`config.mk`:
```
export PLATFORM = sky130hd
export DESIGN_NAME = uart_tx_periph
export DESIGN_NICKNAME = d
export VERILOG_FILES = /design/src/rtl/uart_tx_pkg.sv /design/src/rtl/uart_tx_fifo.sv /design/src/rtl/uart_tx_periph.sv
export SDC_FILE = /design/constraint.sdc
export NUM_CORES = 1
export LEC_CHECK = 0
export BUFFER_PORTS_ARGS = -buffer_cell sky130_fd_sc_hd__buf_2
export CORE_AREA = 2 2 124 126
export DETAILED_ROUTE_END_ITERATION = 7
export DIE_AREA = 0 0 126 128
export PLACE_DENSITY = 0.74
export SLEW_MARGIN = 15
export SYNTH_ARGS = -nofsm -noshare
export SYNTH_HDL_FRONTEND = slang
export SYNTH_HIERARCHICAL = 1
export SYNTH_SLANG_ARGS = --single-unit
```
`constraint.sdc`:
```
create_clock -name i_CLK -period 6.7 [get_ports i_CLK]
set_input_delay 0.67 -clock i_CLK [delete_from_list [all_inputs] [get_ports i_CLK]]
set_output_delay 0.67 -clock i_CLK [all_outputs]
set_load 0.02 [all_outputs]
```
`src/rtl/uart_tx_pkg.sv`:
```
// Shared definitions for the memory-mapped UART transmitter: register offsets,
// STATUS/CTRL bit positions, bus size codes and serialiser state encoding.
package uart_tx_pkg;

    // Word offsets, taken from byte address bits [3:2]
    localparam logic [1:0] OFF_TXDATA  = 2'd0;
    localparam logic [1:0] OFF_STATUS  = 2'd1;
    localparam logic [1:0] OFF_BAUDDIV = 2'd2;
    localparam logic [1:0] OFF_CTRL    = 2'd3;

    localparam int STAT_BUSY    = 0;
    localparam int STAT_FULL    = 1;
    localparam int STAT_EMPTY   = 2;
    localparam int STAT_OVR     = 3;
    localparam int STAT_LVL_LSB = 8;

    localparam int CTRL_TXEN  = 0;
    localparam int CTRL_IRQEN = 1;
    localparam int CTRL_PAREN = 2;

    localparam logic [1:0] HB_BYTE = 2'b00;
    localparam logic [1:0] HB_HALF = 2'b01;
    localparam logic [1:0] HB_WORD = 2'b10;

    typedef enum logic [2:0] {
        S_IDLE   = 3'd0,
        S_START  = 3'd1,
        S_DATA   = 3'd2,
        S_STOP   = 3'd3
`ifdef UART_TX_PARITY_EN
        ,
        S_PARITY = 3'd4
`endif
    } tx_state_t;

    // HB=11 falls into the word case on purpose
    function automatic logic [31:0] hb_mask(input logic [1:0] hb);
        logic [31:0] m;
        case (hb)
            HB_BYTE: m = 32'h0000_00FF;
            HB_HALF: m = 32'h0000_FFFF;
            default: m = 32'hFFFF_FFFF;
        endcase
        return m;
    endfunction

endpackage

```
`src/rtl/uart_tx_fifo.sv`:
```
// Byte-wide synchronous show-ahead FIFO with occupancy level; DEPTH must be a
// power of two so the pointers wrap naturally.
module uart_tx_fifo #(
    parameter int DEPTH = 8
) (
    input  logic                     clk,
    input  logic                     rst,
    input  logic                     push,
    input  logic [7:0]               wdata,
    input  logic                     pop,
    output logic [7:0]               rdata,
    output logic                     full,
    output logic                     empty,
    output logic [$clog2(DEPTH):0]   level
);

    localparam int AW = $clog2(DEPTH);
    localparam logic [AW:0] FULL_CNT = (AW+1)'(DEPTH);

    logic [7:0]    mem [DEPTH];
    logic [AW-1:0] wr_ptr;
    logic [AW-1:0] rd_ptr;
    logic [AW:0]   count;
    logic          do_push;
    logic          do_pop;

    assign empty   = (count == '0);
    assign full    = (count == FULL_CNT);
    assign do_pop  = pop & ~empty;
    // A pop in the same cycle frees the slot, so a push into a full FIFO still lands
    assign do_push = push & (~full | do_pop);
    assign rdata   = mem[rd_ptr];
    assign level   = count;

    always_ff @(posedge clk or posedge rst) begin
        if (rst) begin
            wr_ptr <= '0;
            rd_ptr <= '0;
            count  <= '0;
        end else begin
            if (do_push) wr_ptr <= wr_ptr + 1'b1;
            if (do_pop)  rd_ptr <= rd_ptr + 1'b1;
            case ({do_push, do_pop})
                2'b10:   count <= count + 1'b1;
                2'b01:   count <= count - 1'b1;
                default: count <= count;
            endcase
        end
    end

    always_ff @(posedge clk) begin
        if (do_push) mem[wr_ptr] <= wdata;
    end

endmodule

```
`src/rtl/uart_tx_periph.sv`:
```
// Memory-mapped 8N1 UART transmitter: bus decode, registers, TX FIFO and serialiser.
// Optional even-parity bit (CTRL.PAREN) is built when UART_TX_PARITY_EN is defined.
module uart_tx_periph
    import uart_tx_pkg::*;
#(
    parameter logic [31:0] BASE_ADDR   = 32'h0000_2000,
    parameter int          FIFO_DEPTH  = 8,
    parameter logic [15:0] DEFAULT_DIV = 16'd867
) (
    input  logic        i_CLK,
    input  logic        i_RST,
    input  logic        i_BUS_REQ,
    input  logic [31:0] i_BUS_ADDR,
    input  logic [31:0] i_BUS_WDATA,
    input  logic        i_BUS_WE,
    input  logic        i_BUS_RE,
    input  logic [1:0]  i_BUS_HB,
    output logic [31:0] o_BUS_RDATA,
    output logic        o_BUS_GNT,
    output logic        o_TX,
    output logic        o_IRQ
);

    localparam int LVL_W = $clog2(FIFO_DEPTH) + 1;

    logic             sel;
    logic             accept;
    logic             wr_en;
    logic             rd_en;
    logic [1:0]       reg_off;
    logic [31:0]      wmask;
    logic [31:0]      rd_mux;
    logic [31:0]      status_word;
    logic [31:0]      ctrl_word;
    logic             gnt_p1;
    logic [31:0]      rdata_p1;

    logic [15:0]      baud_div;
    logic             txen;
    logic             irqen;
    logic             paren;
    logic             ovr;

    logic             push;
    logic             pop;
    logic [7:0]       fifo_rdata;
    logic             fifo_full;
    logic             fifo_empty;
    logic [LVL_W-1:0] fifo_level;

    tx_state_t        state;
    tx_state_t        state_n;
    logic [15:0]      cnt;
    logic [15:0]      cnt_n;
    logic [2:0]       bit_idx;
    logic [2:0]       bit_n;
    logic [7:0]       shreg;
    logic [7:0]       sh_n;
    logic             tx_n;
    logic             tx_p1;
    logic             irq_p1;
    logic             busy;
    logic             start_ok;
    logic             par_frame;
    logic             unused_bits;

    assign sel     = (i_BUS_ADDR[31:4] == BASE_ADDR[31:4]);
    assign accept  = i_BUS_REQ & sel & ~gnt_p1;
    assign wr_en   = accept & i_BUS_WE;
    assign rd_en   = accept & i_BUS_RE & ~i_BUS_WE;
    assign reg_off = i_BUS_ADDR[3:2];
    assign wmask   = hb_mask(i_BUS_HB);
    assign push    = wr_en & (reg_off == OFF_TXDATA);

    assign unused_bits = ^{i_BUS_ADDR[1:0], i_BUS_WDATA[31:16], wmask[31:16]};

`ifdef UART_TX_PARITY_EN
    logic par_bit;
    logic par_en_p1;
    assign par_frame = par_en_p1;
`else
    assign par_frame = 1'b0;
    assign paren     = 1'b0;
`endif

    uart_tx_fifo #(.DEPTH(FIFO_DEPTH)) u_fifo (
        .clk   (i_CLK),
        .rst   (i_RST),
        .push  (push),
        .wdata (i_BUS_WDATA[7:0]),
        .pop   (pop),
        .rdata (fifo_rdata),
        .full  (fifo_full),
        .empty (fifo_empty),
        .level (fifo_level)
    );

    always_comb begin
        status_word = '0;
        status_word[STAT_BUSY]  = busy;
        status_word[STAT_FULL]  = fifo_full;
        status_word[STAT_EMPTY] = fifo_empty;
        status_word[STAT_OVR]   = ovr;
        status_word[STAT_LVL_LSB +: LVL_W] = fifo_level;
        ctrl_word = '0;
        ctrl_word[CTRL_TXEN]  = txen;
        ctrl_word[CTRL_IRQEN] = irqen;
        ctrl_word[CTRL_PAREN] = paren;
        case (reg_off)
            OFF_STATUS:  rd_mux = status_word;
            OFF_BAUDDIV: rd_mux = {16'h0000, baud_div};
            OFF_CTRL:    rd_mux = ctrl_word;
            default:     rd_mux = '0;
        endcase
    end

    // ---- bus response stage: GNT and read data valid one cycle after accept
    always_ff @(posedge i_CLK or posedge i_RST) begin
        if (i_RST) begin
            gnt_p1   <= 1'b0;
            rdata_p1 <= '0;
        end else begin
            gnt_p1   <= accept;
            rdata_p1 <= rd_en ? rd_mux : '0;
        end
    end

    assign o_BUS_GNT   = gnt_p1;
    assign o_BUS_RDATA = rdata_p1;

    always_ff @(posedge i_CLK or posedge i_RST) begin
        if (i_RST) begin
            baud_div <= DEFAULT_DIV;
            txen     <= 1'b0;
            irqen    <= 1'b0;
            ovr      <= 1'b0;
        end else begin
            if (wr_en && reg_off == OFF_BAUDDIV)
                baud_div <= (baud_div & ~wmask[15:0]) | (i_BUS_WDATA[15:0] & wmask[15:0]);
            if (wr_en && reg_off == OFF_CTRL) begin
                txen  <= i_BUS_WDATA[CTRL_TXEN];
                irqen <= i_BUS_WDATA[CTRL_IRQEN];
            end
            if (push && fifo_full && !pop)
                ovr <= 1'b1;
            else if (wr_en && reg_off == OFF_STATUS && i_BUS_WDATA[STAT_OVR])
                ovr <= 1'b0;
        end
    end

`ifdef UART_TX_PARITY_EN
    always_ff @(posedge i_CLK or posedge i_RST) begin
        if (i_RST)
            paren <= 1'b0;
        else if (wr_en && reg_off == OFF_CTRL)
            paren <= i_BUS_WDATA[CTRL_PAREN];
    end
`endif

    assign busy     = (state != S_IDLE);
    assign start_ok = txen & ~fifo_empty;

    // Serialiser: every state holds for baud_div+1 clocks; baud_div is re-read at each reload
    always_comb begin
        state_n = state;
        cnt_n   = cnt;
        bit_n   = bit_idx;
        sh_n    = shreg;
        pop     = 1'b0;
        tx_n    = 1'b1;
        case (state)
            S_IDLE: begin
                if (start_ok) begin
                    pop     = 1'b1;
                    state_n = S_START;
                    cnt_n   = baud_div;
                    sh_n    = fifo_rdata;
                end
            end
            S_START: begin
                tx_n = 1'b0;
                if (cnt == '0) begin
                    state_n = S_DATA;
                    cnt_n   = baud_div;
                    bit_n   = '0;
                end else begin
                    cnt_n = cnt - 1'b1;
                end
            end
            S_DATA: begin
                tx_n = shreg[0];
                if (cnt == '0) begin
                    cnt_n = baud_div;
                    sh_n  = {1'b0, shreg[7:1]};
                    bit_n = bit_idx + 1'b1;
                    if (bit_idx == 3'd7) begin
`ifdef UART_TX_PARITY_EN
                        state_n = par_frame ? S_PARITY : S_STOP;
`else
                        state_n = S_STOP;
`endif
                    end
                end else begin
                    cnt_n = cnt - 1'b1;
                end
            end
`ifdef UART_TX_PARITY_EN
            S_PARITY: begin
                tx_n = par_bit;
                if (cnt == '0) begin
                    state_n = S_STOP;
                    cnt_n   = baud_div;
                end else begin
                    cnt_n = cnt - 1'b1;
                end
            end
`endif
            S_STOP: begin
                tx_n = 1'b1;
                if (cnt == '0) begin
                    // Chain straight into the next start bit so frames run back-to-back
                    if (start_ok) begin
                        pop     = 1'b1;
                        state_n = S_START;
                        cnt_n   = baud_div;
                        sh_n    = fifo_rdata;
                    end else begin
                        state_n = S_IDLE;
                    end
                end else begin
                    cnt_n = cnt - 1'b1;
                end
            end
            default: state_n = S_IDLE;
        endcase
    end

    // ---- line stage: o_TX is a registered copy of the current state's bit
    always_ff @(posedge i_CLK or posedge i_RST) begin
        if (i_RST) begin
            state   <= S_IDLE;
            cnt     <= '0;
            bit_idx <= '0;
            tx_p1   <= 1'b1;
            irq_p1  <= 1'b0;
        end else begin
            state   <= state_n;
            cnt     <= cnt_n;
            bit_idx <= bit_n;
            tx_p1   <= tx_n;
            irq_p1  <= irqen & fifo_empty & ~busy;
        end
    end

    always_ff @(posedge i_CLK) begin
        shreg <= sh_n;
`ifdef UART_TX_PARITY_EN
        if (pop) begin
            par_bit   <= ^fifo_rdata;
            par_en_p1 <= paren;
        end
`endif
    end

    assign o_TX  = tx_p1;
    assign o_IRQ = irq_p1;

endmodule

```
# Word level (Yosys, flattened, before mapping)
# Memory sizes are Yosys's and may differ from the RTL's.
# Index checks and enable logic that the tools add are counted.
dict set report word_totals {
  n_memories 1
  ram_bits 64
  register_bits 94
  out_inout_bits 35
  word_cells 112
}
dict set report op_classes {
  mux 30
  reduce_logical 22
  bitwise 21
  addsub 6
  n_eq_ne 17
}
# memory depth width rd rd_clocked_by_memory_dff write_ports line_no
set mem_list {}
lappend mem_list {u_fifo.mem 8 8 1 0 1 uart_tx_fifo.sv:20} ;# logic [7:0] mem [DEPTH];
# operator count
set op_table {}
lappend op_table {{case mux 16 bit (3 select lines)} 2}
lappend op_table {{2-to-1 mux 16 bit} 3}
lappend op_table {{bitwise AND 16 bit} 2}
lappend op_table {{2-to-1 mux 32 bit} 1}
lappend op_table {{case mux 16 bit (2 select lines)} 1}
lappend op_table {{equality test 28 x 10 -> 1 bit (second input constant)} 1}
lappend op_table {{2-to-1 mux 8 bit} 3}
lappend op_table {{case mux 8 bit (3 select lines)} 1}
lappend op_table {{2-to-1 mux 3 bit} 7}
lappend op_table {{zero test 16 bit} 1}
lappend op_table {{NOT 16 bit} 1}
lappend op_table {{bitwise OR 16 bit} 1}
lappend op_table {{subtractor 16 x 1 -> 16 bit (second input constant)} 1}
lappend op_table {{case mux 3 bit (4 select lines)} 1}
lappend op_table {{bitwise AND 1 bit} 11}
lappend op_table {{inequality test 2 bit (second input constant)} 5}
lappend op_table {{adder 3 x 1 -> 3 bit (second input constant)} 3}
lappend op_table {{nonzero test 3 bit} 3}
lappend op_table {{case mux 4 bit (2 select lines)} 1}
lappend op_table {{2-to-1 mux 1 bit} 7}
lappend op_table {{equality test 2 x 1 -> 1 bit (second input constant)} 3}
lappend op_table {{equality test 2 bit (second input constant)} 3}
lappend op_table {{equality test 3 x 2 -> 1 bit (second input constant)} 2}
lappend op_table {{logical AND 1 bit} 6}
lappend op_table {{17 further kinds} 26}

# Longest topological paths before layout
dict set report depth {
  depth_word 11
  depth_mapped 15
}

# Hierarchy
# The synthesis kept the hierarchy.
# module cells_per_inst n_inst area_per_inst_um2 seq_area_each_um2
set by_module_without_submodules {}
lappend by_module_without_submodules {uart_tx_periph 373 1 3772.4 1725.4}
lappend by_module_without_submodules {uart_tx_fifo 165 1 3158.0 2172.1}

# Worst setup path before layout
# Ideal clock, no wire load.
dict set report synth_timing {
  path_type {register to register}
  from {register cnt[0]}
  to {register u_fifo.count[3], in the netlist u_fifo/level[3]}
  path_stages_with_launch 16
  required_time_ns 6.631
  t_arrival_ns 4.050
  path_slack_ns 2.581
  synth_period_minus_slack_ns 4.119
  path_cell_list {dfrtp_1 inv_1 ha_1 or4b_1 nor4_2 buf_2 a21oi_1 nor3_1 o21ai_2 or2_2 inv_1 ha_1 or2_2 nand3_1 mux2_2 nand3b_1}
}
dict set report synth_via {
  elab_chain_len 8
  word_cells_on_any_way 10
}
# item line_no
set synth_lines {}
lappend synth_lines {{start, declared} uart_tx_periph.sv:53} ;# logic [15:0] cnt;
lappend synth_lines {{start signal, assigned} uart_tx_periph.sv:248} ;# cnt <= cnt_n;
lappend synth_lines {{zero test 16 bit *} uart_tx_periph.sv:220} ;# if (cnt == '0) begin
lappend synth_lines {{2-to-1 mux 1 bit *} uart_tx_periph.sv:220}
lappend synth_lines {{case mux 1 bit (2 select lines) *} uart_tx_periph.sv:171} ;# case (state)
lappend synth_lines {{via pop} uart_tx_periph.sv:45} ;# logic pop;
lappend synth_lines {{bitwise AND 1 bit *} uart_tx_fifo.sv:29} ;# assign do_pop = pop & ~empty;
lappend synth_lines {{bitwise OR 1 bit} uart_tx_fifo.sv:31} ;# assign do_push = push & (~full | do_pop);
lappend synth_lines {{bitwise AND 1 bit} uart_tx_fifo.sv:31}
lappend synth_lines {{equality test 2 x 1 -> 1 bit / equality test 2 bit (equally long branches)} uart_tx_fifo.sv:43} ;# case ({do_push, do_pop})
lappend synth_lines {{case mux 4 bit (2 select lines) / nonzero test 2 bit (equally long branches)} n/a}
lappend synth_lines {{end signal, assigned} uart_tx_fifo.sv:44} ;# 2'b10: count <= count + 1'b1;
lappend synth_lines {{end signal, assigned} uart_tx_fifo.sv:45} ;# 2'b01: count <= count - 1'b1;
lappend synth_lines {{end signal, assigned} uart_tx_fifo.sv:46} ;# default: count <= count;
lappend synth_lines {{end, declared} uart_tx_fifo.sv:23} ;# logic [AW:0] count;
# The timed path passes the listed nets; every way through them passes the cells marked *.
# A chain may end at the register's enable or synchronous reset.

# Final worst setup path
# Ends and elaborated chain as after synthesis.

==> impl_results.md <==
- Initial antenna violation count: 0
- Slowest CP cell: or4b_1
- Wl on met1: 6.25 mm
- RSZ-0062 raised after global routing: false
- Startpoint types: flip-flop
- First-pass GRT wire length: 23.9 mm
- Count of boundary I/O pins: 106
- Yosys warnings: 6
- Max Cap Viol: 0
- RD Place Congestion: 0.871
- Status: finished clean
- Crit-path cells: inv_1, ha_1, or4b_1, nor4_2, buf_4, a21oi_1, nor3_1, buf_4, o21ai_2, or2_2, inv_1, ha_1, a211o_1, nand3_1, mux2_2, nand3b_1
- WL final: 15.2 mm
- Total CTS buffers: 17
- Placed insts: 776
- CTS tree: done
- Final Slew Violations: 0
- RR Startpoint: cnt[0]
- Worst R2R Setup Slack: 2.51 ns
- Synth Flop Type: edfxtp_1
- Largest net degree at the start of global routing: 60
- Final #Nets: 691
- Total track usage: 19.2%
- Setup bufs post-CTS: 0
- WL per Instance: 18.8 um
- Row count: 45
- Mean number of vias per cell: 5.74
- Via count: 4632
- Fin crit period: 4.19 ns
- Post-synth top area cell: edfxtp_1
- Final ANT Viol Nets: 0
- Die W: 126 um
- Highest routed layer: met4
- Non-filler cells in the finished layout: 807
- Peak supply drop: 175 uV
- Endpoints failing setup: 0
- Commonest non-fill, non-tap cell in the layout: edfxtp_1
- Unique masters post-synth: 67
- Syn_area_per_cell: 12.9 um2
- Required time worst endpoint: 7.05 ns
- Worst Setup End Kind: flip-flop
- Core area: 14900 um2
- Clk sinks: 141
- Htree depth: 4
- RR Endpoint: u_fifo/level[3]
- P_leak: 3.31 nW
- Met3 WL: 832 um
- Slowest stage delay, CP: 0.52 ns
- Met2 WL post-DR: 7.81 mm
- Diodes inserted: 0
- Crit path max fanout: 14
- Post-synth EDFFs: 72
- Remaining DRCs: 0
- Slew @ Worst Pin: 1.17 ns
- P&R area growth vs syn: 13.7%
- Buf/Inv on CP: 4
- PortBufs: 71
- Ys async rst share: 48.9%
- Worst Path Class, Setup: flip-flop to flip-flop
- Setup Skew: 0.0112 ns
- Yosys top cell area share: 31.2%
- Fmax: 0.239 GHz
- Synth Cell Area: 6930 um2
- Hold Path Class: primary input to asynchronous set/reset pin
- Crit share post-route: 62.5%
- WP data arrival: 4.54 ns
- Die Y: 128 um
- Drt first pass iters: 7
- Effective utilization at floorplan: 46.6%
- Vias in the first global route: 4540
- Die area: 16100 um2
- R2R cell count: 16
- Post_cts resized: 0
- Clk root buf: clkbuf_16
- Family with the most delay on the worst path: simple AND/OR/NAND/NOR gates
- Placed cell area: 7310 um2
- PD cells: 237 nW/um2
- GRT Residual Overflow: 0
- Initial DRC count: 348
- HPWL after DPL: 10.6 mm
- Layout cells sized above 1: 27.8%
- Clock Pin Slew Worst Setup and Hold Paths: 0.06 ns
- Top cells by area, synth: edfxtp_1 (31%), dfrtp_1 (22%), mux2_2 (5.0%)
- Gate count after technology mapping: 538
- Setup_tns: 0 ns
- Most frequent cells in the layout: edfxtp_1 (72), buf_2 (71), dfrtp_1 (62)
- Final hold vios: 0
- Cts hold-fix bufs: 0
- Design Area, Final: 7880 um2
- Slew HR: 21.0%
- Clk_lat worst skew: 0.42 ns
- Flops & latches, synth: 141
- Post-synthesis sequential area ratio: 56.2%
- Clock buffer depth: 2
cell type report:
class | count | area (um2)
Multi-Input combinational cell | 355 | 2720
Sequential cell | 141 | 3900
Tap cell | 188 | 235
Fill cell | 1244 | 6990
Clock inverter | 13 | 140
Inverter | 15 | 56.3
Clock buffer | 18 | 429
Timing Repair Buffer | 77 | 400
layer usage:
layer	vias to the layer above	track usage, %
met5	-	0
met4	0	7.43
met3	24	4.34
met2	153	32.3
met1	2323	24.5
li1	2132	-
flip-flops by register name, indices dropped and copies added (netlist names), named ones only:
| register | cells |
|---|---|
| u_fifo/wr_ptr | 3 |
| u_fifo/rd_ptr | 3 |
| o_BUS_RDATA | 16 |
| ovr | 1 |
| state | 2 |
| cnt | 16 |
| u_fifo/mem | 64 |
| o_TX | 1 |
| baud_div | 8 |
| o_BUS_GNT | 1 |
| o_IRQ | 1 |
| bit_idx | 3 |
| u_fifo/level | 4 |
| irqen | 1 |
| shreg | 8 |
| txen | 1 |
worst max-delay path by stage:
stage / start / endpoint / cells past startpoint
after CTS: cnt[0] / u_fifo/level[3] / 16
after detailed placement: cnt[0] / u_fifo/level[3] / 16
after global routing: cnt[0] / u_fifo/level[3] / 16
final: cnt[0] / u_fifo/level[3] / 16
after floorplan: cnt[0] / u_fifo/level[3] / 15
after global placement: cnt[0] / u_fifo/level[3] / 16
cell usage after synthesis, drive strengths merged, types with 7 or more instances:
library cell and n:
ha 12, and3 13, nand3 10, inv 15, o21ai 22, xnor2 9, nor4 10, dfrtp 62
a22oi 24, mux4 16, buf 27, dfstp 7, mux2 32, clkbuf 15, o31ai 8, nand2 50
nor3 9, edfxtp 72, nor2 38, a21oi 13
stage by stage:
stage	setup WS, ns	hold WS [ns]	power (mW)	utilization, %
after floorplan	2.58	0.433	0.958	-
after global placement	2.71	0.455	0.974	49.2
after detailed placement	2.64	0.470	0.976	49.2
after CTS	2.61	0.244	1.88	53.0
after global routing	2.26	0.280	1.92	53.0
final	2.51	0.248	1.86	53.0
where the power goes:
part	switching (mW)	total, mW	internal [mW]
sequential	0.000203	0.912	0.912
combinational	0.0332	0.0473	0.0141
clock	0.358	0.905	0.547
total	0.392	1.86	1.47
logic make-up (layout without fill, tap and decap cells):
group	after synthesis	in the layout	share of synthesized area (%)
flops	141	141	56.2
mux	52	52	11.5
xor+xnor	13	13	1.64
other cells	1	16	0.0541
fa+ha+maj	13	13	2.46
compound gates	95	95	10.5
simple gates	166	166	12.3
buf+inv	57	123	5.34
Power figures use the tool's default switching activity.
